===== src/rtl/axi_w_route_ctrl_pkg.sv =====
// Shared types and width helpers for the crossbar W-route control slice.
package xbar_pkg;

  localparam int unsigned NUM_IN  = 4;
  localparam int unsigned MAX_TXN = 4;

  // Index width for n inputs; never collapses to zero bits.
  function automatic int unsigned idx_w(input int unsigned n);
    return (n > 1) ? $clog2(n) : 1;
  endfunction

  // Counter width able to hold 0..max_txn inclusive.
  function automatic int unsigned cnt_w(input int unsigned max_txn);
    return $clog2(max_txn + 1);
  endfunction

  typedef logic [idx_w(NUM_IN)-1:0]  idx_t;
  typedef logic [cnt_w(MAX_TXN)-1:0] max_txn_cnt_t;

endpackage


===== src/rtl/axi_w_route_ctrl_if.sv =====
// AW/W handshake bundle between the arbiter, the slave-port inputs and the
// downstream slave. Signal suffixes are from the route controller's view.
interface axi_w_route_ctrl_if import xbar_pkg::*; #(
  parameter int unsigned NumIn  = NUM_IN,
  parameter type         AwType = logic,
  parameter type         WType  = logic
);

  localparam int unsigned IdxW = idx_w(NumIn);

  // arbiter side
  logic                   arb_req_i;
  AwType                  arb_data_i;
  logic [IdxW-1:0]        arb_idx_i;
  logic                   arb_gnt_o;
  // AW towards the slave
  logic                   aw_valid_o;
  AwType                  aw_data_o;
  logic                   aw_ready_i;
  // W from the inputs
  logic [NumIn-1:0]       w_valid_i;
  logic [NumIn-1:0]       w_last_i;
  WType [NumIn-1:0]       w_data_i;
  logic [NumIn-1:0]       w_ready_o;
  // W towards the slave
  logic                   w_valid_o;
  logic                   w_last_o;
  WType                   w_data_o;
  logic                   w_ready_i;

  // Route controller view.
  modport slave (
    input  arb_req_i, arb_data_i, arb_idx_i, aw_ready_i,
           w_valid_i, w_last_i, w_data_i, w_ready_i,
    output arb_gnt_o, aw_valid_o, aw_data_o,
           w_ready_o, w_valid_o, w_last_o, w_data_o
  );

  // Environment view (arbiter, inputs and slave together).
  modport master (
    output arb_req_i, arb_data_i, arb_idx_i, aw_ready_i,
           w_valid_i, w_last_i, w_data_i, w_ready_i,
    input  arb_gnt_o, aw_valid_o, aw_data_o,
           w_ready_o, w_valid_o, w_last_o, w_data_o
  );

endinterface


===== src/rtl/axi_w_route_ctrl_idx_fifo.sv =====
// In-order FIFO of granted input indices. Pointers wrap modulo Depth so the
// depth need not be a power of two. Flush wins over a same-cycle push/pop.
module idx_fifo import xbar_pkg::*; #(
  parameter int unsigned Depth = MAX_TXN,
  parameter int unsigned DataW = 2
) (
  input  logic             clk_i,
  input  logic             rst_ni,
  input  logic             flush_i,
  input  logic             push_i,
  input  logic [DataW-1:0] data_i,
  input  logic             pop_i,
  output logic             full_o,
  output logic             empty_o,
  output logic [DataW-1:0] head_o
);

  localparam int unsigned PtrW = $clog2(Depth);
  localparam int unsigned CntW = cnt_w(Depth);

  typedef logic [PtrW-1:0] ptr_t;
  typedef logic [CntW-1:0] cnt_t;

  logic [DataW-1:0] mem_q [Depth];
  ptr_t             wr_ptr_q, wr_ptr_d;
  ptr_t             rd_ptr_q, rd_ptr_d;
  cnt_t             cnt_q, cnt_d;
  logic             do_push, do_pop;

  function automatic ptr_t ptr_inc(input ptr_t p);
    return (32'(p) == Depth - 1) ? '0 : p + ptr_t'(1);
  endfunction

  assign full_o  = (cnt_q == cnt_t'(Depth));
  assign empty_o = (cnt_q == '0);
  assign head_o  = mem_q[rd_ptr_q];

  // Guard against overflow/underflow locally; the top never asks for either.
  assign do_push = push_i & ~full_o;
  assign do_pop  = pop_i & ~empty_o;

  // Next pointers and occupancy; push+pop together leaves the count alone.
  always_comb begin
    wr_ptr_d = wr_ptr_q;
    rd_ptr_d = rd_ptr_q;
    cnt_d    = cnt_q;
    if (flush_i) begin
      wr_ptr_d = '0;
      rd_ptr_d = '0;
      cnt_d    = '0;
    end else begin
      if (do_push) wr_ptr_d = ptr_inc(wr_ptr_q);
      if (do_pop)  rd_ptr_d = ptr_inc(rd_ptr_q);
      case ({do_push, do_pop})
        2'b10:   cnt_d = cnt_q + cnt_t'(1);
        2'b01:   cnt_d = cnt_q - cnt_t'(1);
        default: cnt_d = cnt_q;
      endcase
    end
  end

  // Pointer and count registers.
  always_ff @(posedge clk_i or negedge rst_ni) begin
    if (!rst_ni) begin
      wr_ptr_q <= '0;
      rd_ptr_q <= '0;
      cnt_q    <= '0;
    end else begin
      wr_ptr_q <= wr_ptr_d;
      rd_ptr_q <= rd_ptr_d;
      cnt_q    <= cnt_d;
    end
  end

  // Storage; a push in a flush cycle is dropped along with the pointers.
  always_ff @(posedge clk_i or negedge rst_ni) begin
    if (!rst_ni) begin
      for (int unsigned i = 0; i < Depth; i++) mem_q[i] <= '0;
    end else if (do_push && !flush_i) begin
      mem_q[wr_ptr_q] <= data_i;
    end
  end

endmodule


===== src/rtl/axi_w_route_ctrl.sv =====
// W routing behind the AW round-robin arbiter of one crossbar master port.
// AW is a zero-latency passthrough; each accepted AW records its input index
// so W bursts are steered from that input, in AW order, until WLAST.
module axi_w_route_ctrl import xbar_pkg::*; #(
  parameter int unsigned NumIn  = NUM_IN,
  parameter int unsigned MaxTxn = MAX_TXN,
  parameter type         AwType = logic,
  parameter type         WType  = logic
) (
  input  logic              clk_i,
  input  logic              rst_ni,
  input  logic              flush_i,
  axi_w_route_ctrl_if.slave bus,
  output logic              busy_o
);

  localparam int unsigned IdxW = idx_w(NumIn);

  logic             full, empty;
  logic             push, pop;
  logic [IdxW-1:0]  head;

  logic             aw_valid;
  AwType            aw_data;

  logic             w_valid, w_last;
  WType             w_data;
  logic [NumIn-1:0] w_ready;

  // ---------------- AW passthrough ----------------
  // Full stalls AW outright, even when a pop is landing this cycle, so there
  // is no combinational path from W completion to AW valid. Reset also masks
  // valid so nothing is offered while the port is being cleared.
  assign aw_valid       = rst_ni & bus.arb_req_i & ~full;
  assign aw_data        = bus.arb_data_i;
  assign push           = aw_valid & bus.aw_ready_i;

  assign bus.aw_valid_o = aw_valid;
  assign bus.aw_data_o  = aw_data;
  assign bus.arb_gnt_o  = push;

  // ---------------- route FIFO ----------------
  idx_fifo #(
    .Depth (MaxTxn),
    .DataW (IdxW)
  ) u_fifo (
    .clk_i   (clk_i),
    .rst_ni  (rst_ni),
    .flush_i (flush_i),
    .push_i  (push),
    .data_i  (bus.arb_idx_i),
    .pop_i   (pop),
    .full_o  (full),
    .empty_o (empty),
    .head_o  (head)
  );

  assign busy_o = ~empty;

  // ---------------- W mux ----------------
  // Steer the head input to the slave; with nothing recorded, W stays
  // blocked so early beats wait for their AW.
  always_comb begin
    w_valid = 1'b0;
    w_last  = 1'b0;
    w_data  = '0;
    w_ready = '0;
    if (!empty) begin
      w_valid = bus.w_valid_i[head];
      w_last  = bus.w_last_i[head];
      w_data  = bus.w_data_i[head];
      w_ready = NumIn'(bus.w_ready_i) << head;
    end
  end

  // Burst ends on the last beat handshake; next head is live next cycle.
  assign pop = w_valid & bus.w_ready_i & w_last;

  assign bus.w_valid_o = w_valid;
  assign bus.w_last_o  = w_last;
  assign bus.w_data_o  = w_data;
  assign bus.w_ready_o = w_ready;

  // ---------------- checks ----------------
  a_idx_range: assert property (@(posedge clk_i) disable iff (!rst_ni)
    bus.arb_req_i |-> (32'(bus.arb_idx_i) < NumIn));

  a_no_push_full: assert property (@(posedge clk_i) disable iff (!rst_ni)
    !(push && full));

  a_wready_onehot: assert property (@(posedge clk_i) disable iff (!rst_ni)
    $onehot0(bus.w_ready_o));

  a_aw_stable: assert property (@(posedge clk_i) disable iff (!rst_ni)
    (bus.aw_valid_o && !bus.aw_ready_i) |=> $stable(bus.aw_data_o));

endmodule

===== src/flat_wrapper.sv =====
// flat-port wrapper written by rule: the top's interface ports become plain ports
module axi_w_route_ctrl_flat import xbar_pkg::*;
#(
  parameter int unsigned NumIn  = NUM_IN,
  parameter int unsigned MaxTxn = MAX_TXN,
  parameter type         AwType = logic,
  parameter type         WType  = logic
)
  (clk_i, rst_ni, flush_i, busy_o, bus_arb_req_i, bus_arb_data_i, bus_arb_idx_i, bus_aw_ready_i, bus_w_valid_i, bus_w_last_i, bus_w_data_i, bus_w_ready_i, bus_arb_gnt_o, bus_aw_valid_o, bus_aw_data_o, bus_w_ready_o, bus_w_valid_o, bus_w_last_o, bus_w_data_o);
  axi_w_route_ctrl_if #(.NumIn(NumIn), .AwType(AwType), .WType(WType)) bus_i ();
  input  logic clk_i;
  input  logic rst_ni;
  input  logic flush_i;
  output logic busy_o;
  input wire logic [$bits(bus_i.arb_req_i)-1:0] bus_arb_req_i;
  input wire logic [$bits(bus_i.arb_data_i)-1:0] bus_arb_data_i;
  input wire logic [$bits(bus_i.arb_idx_i)-1:0] bus_arb_idx_i;
  input wire logic [$bits(bus_i.aw_ready_i)-1:0] bus_aw_ready_i;
  input wire logic [$bits(bus_i.w_valid_i)-1:0] bus_w_valid_i;
  input wire logic [$bits(bus_i.w_last_i)-1:0] bus_w_last_i;
  input wire logic [$bits(bus_i.w_data_i)-1:0] bus_w_data_i;
  input wire logic [$bits(bus_i.w_ready_i)-1:0] bus_w_ready_i;
  output wire logic [$bits(bus_i.arb_gnt_o)-1:0] bus_arb_gnt_o;
  output wire logic [$bits(bus_i.aw_valid_o)-1:0] bus_aw_valid_o;
  output wire logic [$bits(bus_i.aw_data_o)-1:0] bus_aw_data_o;
  output wire logic [$bits(bus_i.w_ready_o)-1:0] bus_w_ready_o;
  output wire logic [$bits(bus_i.w_valid_o)-1:0] bus_w_valid_o;
  output wire logic [$bits(bus_i.w_last_o)-1:0] bus_w_last_o;
  output wire logic [$bits(bus_i.w_data_o)-1:0] bus_w_data_o;
  assign bus_i.arb_req_i = bus_arb_req_i;
  assign bus_i.arb_data_i = bus_arb_data_i;
  assign bus_i.arb_idx_i = bus_arb_idx_i;
  assign bus_i.aw_ready_i = bus_aw_ready_i;
  assign bus_i.w_valid_i = bus_w_valid_i;
  assign bus_i.w_last_i = bus_w_last_i;
  assign bus_i.w_data_i = bus_w_data_i;
  assign bus_i.w_ready_i = bus_w_ready_i;
  assign bus_arb_gnt_o = bus_i.arb_gnt_o;
  assign bus_aw_valid_o = bus_i.aw_valid_o;
  assign bus_aw_data_o = bus_i.aw_data_o;
  assign bus_w_ready_o = bus_i.w_ready_o;
  assign bus_w_valid_o = bus_i.w_valid_o;
  assign bus_w_last_o = bus_i.w_last_o;
  assign bus_w_data_o = bus_i.w_data_o;
  axi_w_route_ctrl #(.NumIn(NumIn), .MaxTxn(MaxTxn), .AwType(AwType), .WType(WType)) u_core (.clk_i(clk_i), .rst_ni(rst_ni), .flush_i(flush_i), .bus(bus_i), .busy_o(busy_o));
endmodule

===== config.mk =====
export PLATFORM = sky130hd
export DESIGN_NAME = axi_w_route_ctrl_flat
export DESIGN_NICKNAME = d
export VERILOG_FILES = /design/src/rtl/axi_w_route_ctrl_pkg.sv /design/src/rtl/axi_w_route_ctrl_if.sv /design/src/rtl/axi_w_route_ctrl_idx_fifo.sv /design/src/rtl/axi_w_route_ctrl.sv /design/src/flat_wrapper.sv
export SDC_FILE = /design/constraint.sdc
export NUM_CORES = 1
export LEC_CHECK = 0
export BUFFER_PORTS_ARGS = -buffer_cell sky130_fd_sc_hd__buf_2
export CAP_MARGIN = 20
export CORE_MARGIN = 4
export CORE_UTILIZATION = 58
export CTS_BUF_LIST = sky130_fd_sc_hd__clkbuf_4 sky130_fd_sc_hd__clkbuf_8
export DETAILED_ROUTE_END_ITERATION = 8
export GPL_ROUTABILITY_DRIVEN = 1
export PLACE_DENSITY = 0.87
export SYNTH_ARGS = -nofsm -noshare
export SYNTH_HDL_FRONTEND = slang
export SYNTH_HIERARCHICAL = 1
export SYNTH_SLANG_ARGS = --single-unit

===== constraint.sdc =====
create_clock -name clk_i -period 9.1 [get_ports clk_i]
set_input_delay 1.82 -clock clk_i [delete_from_list [all_inputs] [get_ports clk_i]]
set_output_delay 1.82 -clock clk_i [all_outputs]
set_load 0.01 [all_outputs]

Word level (Yosys, flattened, before mapping):

Index checks and enable logic that the tools add are counted.

* $add $sub $neg: 4
* multipliers: 0
* divide/modulo/power cells: 0
* $lt $le $gt $ge: 4
* equality and inequality tests: 5
* shift-type cells: 1
* muxes and demuxes: 24
* bitwise gates (word level): 11
* reductions and logical operators: 7

Operators with widths (number)
* $mux 2: 9
* $bwmux 8: 1
* $and 1x1->1: 7
* $bmux 1 s2: 3
* $eq 2x2->1 const B: 3
* $ge 3x3->1 const B: 2
* $mux 1: 6
* $not 2->3: 2
* $pmux 3 s2: 1
* $add 2x1->2 const B: 2
* $bmux 2 s2: 1
* $demux 2 s2: 1
* $mux 4: 1
* $reduce_bool 2->1: 2
* $shl 1x2->4: 1
* $add 3x1->3 const B: 1
* $eq 3x3->1 const B: 1
* $logic_not 3->1: 1
* $lt 2x3->1 const B: 1
* $lt 3x1->1 const B: 1
* $mux 3: 1
* $reduce_bool 3->1: 1
* $sub 3x1->3 const B: 1
* $eq 2x1->1 const B: 1
* other kinds (3): 5

* register bits: 15
* latch bits: 0
* memory bits (writable): 0
* bits in read-only memories: 0
* logic and storage cells: 63
* memories kept: 0

Depth between registers and ports, before layout:

* word-level depth: 13
* mapped depth: 12
* gate-level depth less buffers: 10

Hierarchy:

The synthesis kept the hierarchy.

By module, submodules not included
* idx_fifo: times used 1, cells each 86, area each 1003.5 µm²
* axi_w_route_ctrl: times used 1, cells each 18, area each 171.4 µm²

Worst setup path after synthesis:

Ideal clock, no wire load.

* path kind: input port to output port
* start point: input bus_w_last_i[3]
* end point: output bus_w_last_o
* data arrival time: 2.458 ns
* required time: 7.280 ns
* slack: 4.822 ns
* cell stages on the path: 2
* path buffers: 0
* cell sequence: mux4_2 -> and2_1

* longest elaborated chain between the ends: 3

Ends and longest elaborated chain
* from (decl): RTL line flat_wrapper.sv:20 `input wire logic [$bits(bus_i.w_last_i)-1:0] bus_w_last_i;`
* $bmux 1 s2: RTL line axi_w_route_ctrl.sv:70 `w_last = bus.w_last_i[head];`
* $mux 1 (not written as such): RTL line axi_w_route_ctrl.sv:70
* $mux 1: RTL line axi_w_route_ctrl.sv:68 `if (!empty) begin`
* to (decl): RTL line flat_wrapper.sv:28 `output wire logic [$bits(bus_i.w_last_o)-1:0] bus_w_last_o;`

Every way passes these cells. The select of a mux whose other input is x is not followed.

Final worst setup path:

* start point: input rst_ni
* end point: output bus_arb_gnt_o

* longest elaborated chain between the ends: 3

Ends and longest elaborated chain
* from (decl): RTL line flat_wrapper.sv:12 `input logic rst_ni;`
* $and 1x1->1 (2 in a row): RTL line axi_w_route_ctrl.sv:34 `assign aw_valid = rst_ni & bus.arb_req_i & ~full;`
* $and 1x1->1: RTL line axi_w_route_ctrl.sv:36 `assign push = aw_valid & bus.aw_ready_i;`
* to (decl): RTL line flat_wrapper.sv:23 `output wire logic [$bits(bus_i.arb_gnt_o)-1:0] bus_arb_gnt_o;`

Every way passes these cells.

==> summary.md <==
| Metric | Value |
|---|---|
| Clock slew seen by the registers of the worst setup and hold paths | `0.08 ns` |
| Post-route design area | `about 1300 um^2` |
| Vias/cell | `5.92` |
| WL per Instance | `15.3 um` |
| Yosys cell types | `37` |
| Clk_lat worst skew | `0.27 ns` |
| Vias in the first global route | `~900` |
| Worst Hold Class | `register to register` |
| Post-DP HPWL | `1930 um` |
| Fraction of registers with async set/reset | `1.00` |
| CTS tree | `yes` |
| # clock sinks | `15` |
| Placer Congestion | `0.784` |
| Initial Util | `0.605` |
| Most frequent cell after synthesis | `dfrtp_1` |
| Net count, final | `~160` |
| Clock period minus final worst setup slack | `about 4.7 ns` |
| Total GRT Usage | `0.185` |
| Post-DP Area | `1300 um^2` |
| Relative max-transition margin | `0.670` |
| CP endpoint kind | `output pin` |
| Share of cells above drive strength 1 | `0.438` |
| Antenna violations before repair | `0` |
| H-tree levels | `1` |
| Post-synthesis sequential area ratio | `0.319` |
| Maximum vdd ir drop | `0.000105 V` |
| Setup TNS | `0 ns` |
| Max-cap viol count | `0` |
| RSZ-0062 raised after global routing | `false` |
| Most frequent cells after synthesis | `15 x dfrtp_1, 8 x mux2_4, 6 x a21oi_1, 6 x inv_1` |
| Root buffer cell | `clkbuf_4` |
| Top FF cell, synth | `dfrtp_1` |
| Antenna Violating Nets Remaining | `0` |
| Simple-Gate Fraction of Synth Area | `0.217` |
| FMAX | `0.215 GHz` |
| Area contributors post-synth | `dfrtp_1 32%, mux2_4 10%, mux4_2 9.6%, nand3_4 6.0%, ha_1 4.3%` |
| Fin crit share | `0.511` |
| Synth Instances | `104` |
| Synth Area in Adders | `0.0596` |
| Final setup fails | `0` |
| Pin count of the biggest net entering global routing | `17` |
| Largest family of logic cells by synthesized area | `simple AND/OR/NAND/NOR gates` |
| Cell taking the most area after synthesis | `dfrtp_1` |
| Syn_area_per_cell | `roughly 11 um^2` |
| Antenna cells | `0` |
| PwrDens | `roughly 110 nW/um^2` |
| DRC errors left | `0` |
| CP max FO | `16` |
| Fillers | `150` |
| Hold Startpoint | `u_core/u_fifo/mem_q[2]$_DFFE_PN0P_` |
| Post_cts resized | `0` |
| Max clock buf depth | `2` |
| Die Ht | `around 53 um` |
| Yosys top cell area share | `0.319` |
| Mapped cell area | `1170 um^2` |
| Crit path arrival time | `between 2 and 3 ns` |
| Global-route wire length before repair | `3800 um` |
| Total CTS buffers | `3` |
| Critical Path Source | `rst_ni` |
| Synth Warn # | `6` |
| Compound-Gate Fraction of Synth Area | `0.0990` |
| DIE WIDTH | `53.0 um` |
| Fin. Hold Viols | `0` |
| Synth-to-layout area growth | `13.2%` |
| Number of synthesized flops with an enable pin | `0` |
| R2r setup slk | `between 5 and 6 ns` |
| Crit path required time | `7.28 ns` |
| Crit path launch type | `input port` |
| Outcome | `completed` |
| Worst Max-Slew Pin Slew | `slightly below 0.5 ns` |
| Total vias in the final route | `930` |
| Critical path class | `input port to output pin` |
| XOR/XNOR share of the synthesized area | `0.0224` |
| Static leakage | `0.659 nW` |
| Net Count, Synth | `130` |
| # Post-CTS Setup Buffers | `0` |
| WL final | `2410 um` |
| PortBufs | `29` |
| Reg2reg start | `u_core/u_fifo/rd_ptr_q[0]$_DFFE_PN0P_` |
| FP Rows | `16` |
| #FFs+latches synth | `15` |
| Clock skew | `around 0.0012 ns` |
| Hold_buf cts | `0` |
| Pre-antenna DRT Iters | `4` |
| Grt total ovfl | `0` |
| Core Region | `1940 um^2` |
| Max-slew violations | `0` |
| First DRT Iteration DRCs | `25` |
| Die ar. | `2810 um^2` |
| IO Count | `32` |
| Post-synthesis mux area share | `0.207` |
==> sequential cells by signal, indices dropped and copies added (netlist names) <==
| name | flops |
|---|---|
| u_core/u_fifo/mem_q | 8 |
| u_core/u_fifo/cnt_q | 3 |
| u_core/u_fifo/rd_ptr_q | 2 |
| u_core/u_fifo/wr_ptr_q | 2 |
==> cell families after synthesis <==
logic type | after synthesis
multiplexers | 14
buffers and inverters | 15
adder cells (fa/ha/maj) | 5
AND/OR/NAND/NOR | 34
XOR/XNOR | 3
AO/OA/AOI/OAI | 18
flip-flops | 15
==> where the power goes <==
group	internal [mW]	switching, mW	total (mW)	leakage (nW)
Sequential	0.0704	0.00294	0.0733	0.204
Combinational	0.0187	0.0141	0.0328	0.436
Clock	0.0200	0.0202	0.0402	0.0184
Total	0.109	0.0373	0.146	0.659
==> final cells by class <==
| class | instances | area, um^2 | area share |
|---|---|---|---|
| Timing Repair Buffer | 30 | 153 | 0.115 |
| Sequential cell | 15 | 375 | 0.282 |
| Clock buffer | 4 | 30.0 | 0.0226 |
| Inverter | 7 | 27.5 | 0.0207 |
| Tap cell | 27 | 33.8 | 0.0254 |
| Multi-Input combinational cell | 74 | 711 | 0.534 |
==> layout by cell type (no fill, tap or decap), drive strengths merged <==
| cell | netlist | routed |
|---|---|---|
| a2111oi | 2 | 2 |
| a21oi | 6 | 6 |
| a221oi | 1 | 1 |
| a311oi | 1 | 1 |
| and2 | 4 | 4 |
| and2b | 1 | 1 |
| and3 | 2 | 2 |
| and3b | 2 | 2 |
| buf | 8 | 30 |
| clkbuf | 0 | 4 |
| clkinv | 1 | 1 |
| dfrtp | 15 | 15 |
| fa | 1 | 1 |
| ha | 4 | 4 |
| inv | 6 | 6 |
| mux2 | 8 | 8 |
| mux2i | 1 | 1 |
| mux4 | 5 | 5 |
| nand2 | 2 | 2 |
| nand2b | 3 | 3 |
| nand3 | 7 | 7 |
| nand3b | 1 | 1 |
| nor2 | 5 | 5 |
| nor2b | 1 | 1 |
| nor3b | 3 | 3 |
| o21ai | 4 | 4 |
| o22ai | 1 | 1 |
| o2bb2ai | 1 | 1 |
| o311ai | 1 | 1 |
| o31ai | 1 | 1 |
| or2 | 1 | 1 |
| or3 | 1 | 1 |
| or3b | 1 | 1 |
| xor2 | 3 | 3 |
==> worst max-delay path: stages <==
cell and delay [ns]:
buf_2 0.30, nand2_1 0.13, nor3b_1 0.20, buf_4 0.22
buf_2 0.15
==> metrics by stage <==
step	utilization	cells	total power, mW	hold WS, ns	worst slack (ns)
final	0.685	157	0.146	0.519	4.45
after global routing	0.685	157	0.155	0.543	4.31
after CTS	0.685	157	0.148	0.519	4.42
after detailed placement	0.669	153	0.108	0.499	4.41
after global placement	0.669	153	0.105	0.495	4.47
after floorplan	-	104	0.0989	0.476	4.82
==> path summary, 6_finish.rpt <==
| path | cells past startpoint | end |
|---|---|---|
| max reg2reg | 8 | u_core/u_fifo/cnt_q[1]$_DFFE_PN0P_ |
| min in group asynchronous | 1 | u_core/u_fifo/mem_q[3]$_DFFE_PN0P_ |
| min reg2reg | 1 | u_core/u_fifo/mem_q[2]$_DFFE_PN0P_ |
| max in group asynchronous | 1 | u_core/u_fifo/wr_ptr_q[0]$_DFFE_PN0P_ |
| max | 5 | bus_arb_gnt_o |
| min | 1 | u_core/u_fifo/mem_q[2]$_DFFE_PN0P_ |
==> metal layers <==
metal | track usage | vias up | wire, um
met1 | 0.220 | 449 | 959
met3 | 0.0338 | 8 | 214
li1 | - | 426 | -
met2 | 0.320 | 47 | 1170
met5 | 0 | - | 0
met4 | 0.0851 | 0 | 58
No activity file was read; power rests on OpenSTA's default activity.
